[config.mk]
export PLATFORM = sky130hd
export DESIGN_NAME = host_csr_responder
export DESIGN_NICKNAME = d
export VERILOG_FILES = /design/src/rtl/host_csr_pkg.sv /design/src/rtl/host_csr_regfile.sv /design/src/rtl/host_csr_responder.sv
export SDC_FILE = /design/constraint.sdc
export NUM_CORES = 1
export LEC_CHECK = 0
export BUFFER_PORTS_ARGS = -buffer_cell sky130_fd_sc_hd__buf_2
export CAP_MARGIN = 10
export CORE_MARGIN = 4
export CORE_UTILIZATION = 35
export CTS_BUF_LIST = sky130_fd_sc_hd__clkbuf_4 sky130_fd_sc_hd__clkbuf_8
export DETAILED_ROUTE_END_ITERATION = 10
export PLACE_DENSITY_LB_ADDON = 0.08
export SKIP_CTS_REPAIR_TIMING = 1
export SYNTH_ARGS = -nofsm -noshare
export SYNTH_HDL_FRONTEND = slang
export SYNTH_SLANG_ARGS = --single-unit
[constraint.sdc]
create_clock -name clock -period 5.5 [get_ports clock]
set_clock_uncertainty 0.15 [all_clocks]
set_input_delay 0 -clock clock [delete_from_list [all_inputs] [get_ports clock]]
set_output_delay 0 -clock clock [all_outputs]
set_load 0.02 [all_outputs]
[src/rtl/host_csr_pkg.sv]
// rtl/host_csr_pkg.sv - shared opcodes, FSM states and register map for the host CSR responder
package host_csr_pkg;

  localparam logic OP_READ  = 1'b0;
  localparam logic OP_WRITE = 1'b1;

  typedef enum logic [2:0] {
    ST_IDLE  = 3'd0,
    ST_WRITE = 3'd1,
    ST_READ  = 3'd2,
    ST_RESP  = 3'd3,
    ST_BLANK = 3'd4
  } csr_state_e;

  localparam int unsigned CTRL_ADDR = 32'h00;
  localparam int unsigned ECNT_ADDR = 32'h04;
  localparam int unsigned ARG_BASE  = 32'h08;

  localparam int unsigned CTRL_START_BIT = 0;
  localparam int unsigned CTRL_DONE_BIT  = 1;

endpackage

[src/rtl/host_csr_regfile.sv]
// rtl/host_csr_regfile.sv - CTRL/ECNT/ARG storage, write decode and read mux
// HOST_CSR_ECNT_EN adds the saturating launch-cycle counter behind ECNT.
module host_csr_regfile
  import host_csr_pkg::*;
#(
  parameter int ADDR_BITS = 16,
  parameter int DATA_BITS = 32,
  parameter int NUM_ARGS  = 4
) (
  input  logic                          clock,
  input  logic                          reset,
  input  logic                          wr_en,
  input  logic [ADDR_BITS-1:0]          addr,
  input  logic [DATA_BITS-1:0]          wdata,
  input  logic                          finish,
  output logic [DATA_BITS-1:0]          rdata,
  output logic                          launch,
  output logic [NUM_ARGS*DATA_BITS-1:0] args
);

  logic                          start_q, start_d;
  logic                          done_q, done_d;
  logic [NUM_ARGS*DATA_BITS-1:0] args_q, args_d;
  logic [DATA_BITS-1:0]          ecnt_rd;

  logic                 aligned;
  logic                 ctrl_hit;
  logic                 arg_hit;
  logic [ADDR_BITS-1:0] arg_idx;
  logic                 ctrl_wr;
  logic                 ctrl_set;

  always_comb begin
    aligned  = (addr[1:0] == 2'b00);
    ctrl_hit = (addr == ADDR_BITS'(CTRL_ADDR));
    arg_idx  = (addr - ADDR_BITS'(ARG_BASE)) >> 2;
    arg_hit  = aligned && (addr >= ADDR_BITS'(ARG_BASE)) && (arg_idx < ADDR_BITS'(NUM_ARGS));
    ctrl_wr  = wr_en && ctrl_hit;
    ctrl_set = ctrl_wr && wdata[CTRL_START_BIT];
  end

  // Host write wins over finish for start; finish wins over the clear for done.
  always_comb begin
    start_d = ctrl_wr ? wdata[CTRL_START_BIT] : (finish ? 1'b0 : start_q);
    done_d  = finish | (done_q & ~ctrl_set);
    args_d  = args_q;
    for (int i = 0; i < NUM_ARGS; i++) begin
      if (wr_en && arg_hit && (arg_idx == ADDR_BITS'(i))) begin
        args_d[i*DATA_BITS +: DATA_BITS] = wdata;
      end
    end
  end

  always_ff @(posedge clock) begin
    if (reset) begin
      start_q <= 1'b0;
      done_q  <= 1'b0;
      args_q  <= '0;
    end else begin
      start_q <= start_d;
      done_q  <= done_d;
      args_q  <= args_d;
    end
  end

`ifdef HOST_CSR_ECNT_EN
  logic [DATA_BITS-1:0] ecnt_q, ecnt_d;

  always_comb begin
    ecnt_d = ecnt_q;
    if (ctrl_set) begin
      ecnt_d = '0;
    end else if (start_q && (ecnt_q != '1)) begin
      ecnt_d = ecnt_q + DATA_BITS'(1);
    end
  end

  always_ff @(posedge clock) begin
    if (reset) begin
      ecnt_q <= '0;
    end else begin
      ecnt_q <= ecnt_d;
    end
  end

  assign ecnt_rd = ecnt_q;
`else
  assign ecnt_rd = '0;
`endif

  always_comb begin
    rdata = '0;
    if (ctrl_hit) begin
      rdata[CTRL_START_BIT] = start_q;
      rdata[CTRL_DONE_BIT]  = done_q;
    end else if (addr == ADDR_BITS'(ECNT_ADDR)) begin
      rdata = ecnt_rd;
    end else if (arg_hit) begin
      for (int i = 0; i < NUM_ARGS; i++) begin
        if (arg_idx == ADDR_BITS'(i)) begin
          rdata = args_q[i*DATA_BITS +: DATA_BITS];
        end
      end
    end
  end

  assign launch = start_q;
  assign args   = args_q;

endmodule

[src/rtl/host_csr_responder.sv]
// rtl/host_csr_responder.sv - host register request/response FSM around the CSR file
// Optional ECNT counter is enabled by defining HOST_CSR_ECNT_EN.
module host_csr_responder
  import host_csr_pkg::*;
#(
  parameter int ADDR_BITS = 16,
  parameter int DATA_BITS = 32,
  parameter int NUM_ARGS  = 4
) (
  input  logic                          clock,
  input  logic                          reset,
  input  logic                          req_valid,
  input  logic                          req_opcode,
  input  logic [ADDR_BITS-1:0]          req_addr,
  input  logic [DATA_BITS-1:0]          req_value,
  output logic                          req_deq,
  output logic                          resp_valid,
  output logic [DATA_BITS-1:0]          resp_bits,
  output logic                          launch,
  input  logic                          finish,
  output logic [NUM_ARGS*DATA_BITS-1:0] args
);

  csr_state_e           state_q, state_d;
  logic [ADDR_BITS-1:0] addr_q, addr_d;
  logic [DATA_BITS-1:0] value_q, value_d;
  logic [DATA_BITS-1:0] resp_bits_q, resp_bits_d;
  logic [DATA_BITS-1:0] rdata;
  logic                 wr_en;

  // BLANK exists because the initiator drops req_valid one cycle after deq.
  always_comb begin
    state_d     = state_q;
    addr_d      = addr_q;
    value_d     = value_q;
    resp_bits_d = resp_bits_q;
    case (state_q)
      ST_IDLE: begin
        if (req_valid) begin
          addr_d  = req_addr;
          value_d = req_value;
          state_d = (req_opcode == OP_WRITE) ? ST_WRITE : ST_READ;
        end
      end
      ST_WRITE: state_d = ST_BLANK;
      ST_READ: begin
        resp_bits_d = rdata;
        state_d     = ST_RESP;
      end
      ST_RESP:  state_d = ST_IDLE;
      ST_BLANK: state_d = ST_IDLE;
      default:  state_d = ST_IDLE;
    endcase
  end

  always_ff @(posedge clock) begin
    if (reset) begin
      state_q     <= ST_IDLE;
      addr_q      <= '0;
      value_q     <= '0;
      resp_bits_q <= '0;
    end else begin
      state_q     <= state_d;
      addr_q      <= addr_d;
      value_q     <= value_d;
      resp_bits_q <= resp_bits_d;
    end
  end

  assign wr_en      = (state_q == ST_WRITE);
  assign req_deq    = (state_q == ST_WRITE) || (state_q == ST_READ);
  assign resp_valid = (state_q == ST_RESP);
  assign resp_bits  = resp_bits_q;

  host_csr_regfile #(
    .ADDR_BITS(ADDR_BITS),
    .DATA_BITS(DATA_BITS),
    .NUM_ARGS (NUM_ARGS)
  ) u_regfile (
    .clock (clock),
    .reset (reset),
    .wr_en (wr_en),
    .addr  (addr_q),
    .wdata (value_q),
    .finish(finish),
    .rdata (rdata),
    .launch(launch),
    .args  (args)
  );

endmodule

==> impl_metrics.toml <==
[status]
violations = "hold timing"
status = "finished, violations left"

[global_routing]
grt_pass1_wl_mm = 40.7
grt.overflow.total = 0
grt_max_degree = 91
use_met1_pct = 23.4
use_met3_pct = 4.12
grt.busiest_layer = "met2"
grtUsageTotal_pct = 17.8
antenna_found_initial = 0
use_met2_pct = 29.7
grt_pass1_vias = 7005

[floorplanning]
dieArea_um2 = 28700
row_count = 58
ios = 216
start_util_pct = 35.9
dieWidth_um = 169
fp.dieH_um = 169
coreArea_um2 = 25400

[synthesis]
synth_compound_area_share_pct = 5.75
syn_area_per_cell_um2 = 9.91
synthMuxAreaShare_pct = 22.0
synth_nets = 975
ys_seq_area_share_pct = 46.8
yosysTopAreaCell = "dfxtp_1"
yosys.area_share.adder_pct = 0.274
yosysWarningCount = 0
synth-xor-area-share_pct = 0.0960
synthCells = 920
synth_seq_cells = 213
synth_edf_count = 0
async_flop_share_pct = 0
synth-simple-area-share_pct = 20.3
synth.area.top_cells = "dfxtp_1 47%, mux2i_1 14%, nand2b_1 11%"
synth_cell_types = 41
synth_top_family_by_area = "multiplexers"
synth_top_area_share_pct = 46.8
synthesis.area_um2 = 9120
synth_ff_type = "dfxtp_1"

[clock_tree]
ctsLongestPathBuffers = 3
cts.reportedPaths.clkPinSlew_ps = 50
numCtsBuffers = 39
cts_tree = "done"
cts_sinks = 213
clk_latency_ps = 530
h-tree-depth = 2
root_buffer = "clkbuf_8"

[routing]
wl_per_cell_um = 17.2
drtIter0Drc = 303
num_vias = 7272
ant_nets = 0
routed_wl_mm = 26.5
drt-vias-per-instance = 4.72
drt_first_pass_iters = 4
drc_errors = 0

[pwr]
ir_drop_mv = 0.185
p_leak_uw = 0.00542
power_uw = 3430
p_per_area_nw_per_um2 = 289

[setup_path]
crit_path_end_kind = "flop"
cp_max_fo = 32
reg2reg_depth = 7
critical_path_class = "flop to flop"
worstSetupStartpointType = "flop"
worstPathArrival_ps = 3790
required_ps = 5770

[timing]
finalCriticalPeriod_ps = 3520
rsz0062_at_grt = "false"
fin_crit_sh_pct = 63.9
drv_slew = 0
timing.hold.ws_ps = -54.4
max_slew_margin_pct = 28.7
worst_slew_pin_slew_ps = 1070
fmax_ghz = 0.284
setup-tns-final_ps = 0
setup_viol = 0
hold_viol_final = 6

[final_layout]
synthToLayoutAreaGrowth_pct = 30.3
final_util_pct = 46.8
fillerInstances = 2534
final_area_um2 = 11900
finalNetCount = 1238
layout-drive-gt1-share_pct = 27.7
diodes = 0

[worst_hold_path]
hold_class = "input port to flop"
whs_path_depth = 2

[place]
dp_hpwl_mm = 16.8
dpl_cell_area_um2 = 10400
portBuffers = 215
gp_congestion = 0.735

[job]
cap_violations = 0
-- report_power, final --
group	switching [uW]	internal, uW
clock	649	899
sequential	32.5	1570
combinational	153	127
-- routing by layer --
metal  up-vias  part of all wire, %
li1       3637                    -
met1      3429                   45
met2       176                   48
met3        30                  5.5
met4         0                  1.5
met5         -                    0
-- layout make-up --
| type | instances | area (um^2) | area share [%] |
|---|---|---|---|
| clock buffer | 67 | 791 | 6.66 |
| clock inverter | 2 | 16.3 | 0.137 |
| inverter | 35 | 131 | 1.11 |
| multi-input combinational | 604 | 4450 | 37.5 |
| sequential | 213 | 4270 | 35.9 |
| tap | 330 | 413 | 3.48 |
| timing repair buffer | 290 | 1810 | 15.2 |
-- metrics by stage --
step | std cells | worst slack (ps)
global route | 1541 | 1620
CTS | 1475 | 1930
detailed placement | 1406 | 1950
global placement | 1406 | 2020
finish | 1541 | 1980
floorplan | 920 | 2690
-- final timing paths --
kind	startpoint	to	slack, ps
max	addr_q[4]	u_regfile.args[87]	1980
min	reset	value_q[20]	-50
max reg2reg	addr_q[4]	u_regfile.args[87]	1980
min reg2reg	resp_bits[9]	resp_bits[9]	290
-- registers in the layout, indices dropped and copies added (netlist names) --
register,flops
value_q,32
resp_bits,32
u_regfile.launch,1
u_regfile.args,128
addr_q,16
state_q,3
u_regfile.done_q,1
-- placed cells by master, fill, tap and decap left out, types with 3 or more instances in the layout --
| cell | netlist | layout |
|---|---|---|
| buf_4 | 2 | 10 |
| nand2_1 | 130 | 130 |
| a21oi_1 | 54 | 54 |
| o21ai_0 | 31 | 31 |
| dfxtp_1 | 213 | 211 |
| a211oi_1 | 4 | 4 |
| mux2i_1 | 128 | 128 |
| nor4_1 | 6 | 6 |
| mux4_2 | 32 | 32 |
| nand4_4 | 0 | 3 |
| dlygate4sd3_1 | 0 | 66 |
| nand4_1 | 4 | 4 |
| buf_2 | 14 | 214 |
| clkbuf_4 | 0 | 21 |
| nor2_1 | 14 | 13 |
| clkbuf_8 | 0 | 46 |
| inv_1 | 35 | 35 |
| nand2b_1 | 162 | 162 |
| nand3b_1 | 3 | 3 |
-- logic make-up after synthesis --
| kind of cell | count (synthesis) |
|---|---|
| xor gates and xnor gates | 1 |
| DFF | 213 |
| and+or+nand+nor | 343 |
| muxes | 160 |
| buffers and inverters | 103 |
| AOI/OAI and AO/OA | 98 |
| adders and majority gates | 2 |
-- synth_stat cells, types with 5 or more instances --
master and instances:
a21oi_1 54, buf_1 5, buf_2 14, clkbuf_1 44, dfxtp_1 213, inv_1 35, mux2i_1 128, mux4_2 32
nand2_1 130, nand2b_1 162, nor2_1 14, nor4_1 6, o21ai_0 31
-- worst max-delay path: stages, from the launching register on --
cell	delay [ps]
dfxtp_1	460
inv_1	100
ha_1	280
nor4b_1	230
nand3_1	180
nor4b_4	630
nand4_4	940
mux2i_1	430
Note: power is estimated with default switching activity, not from simulation.
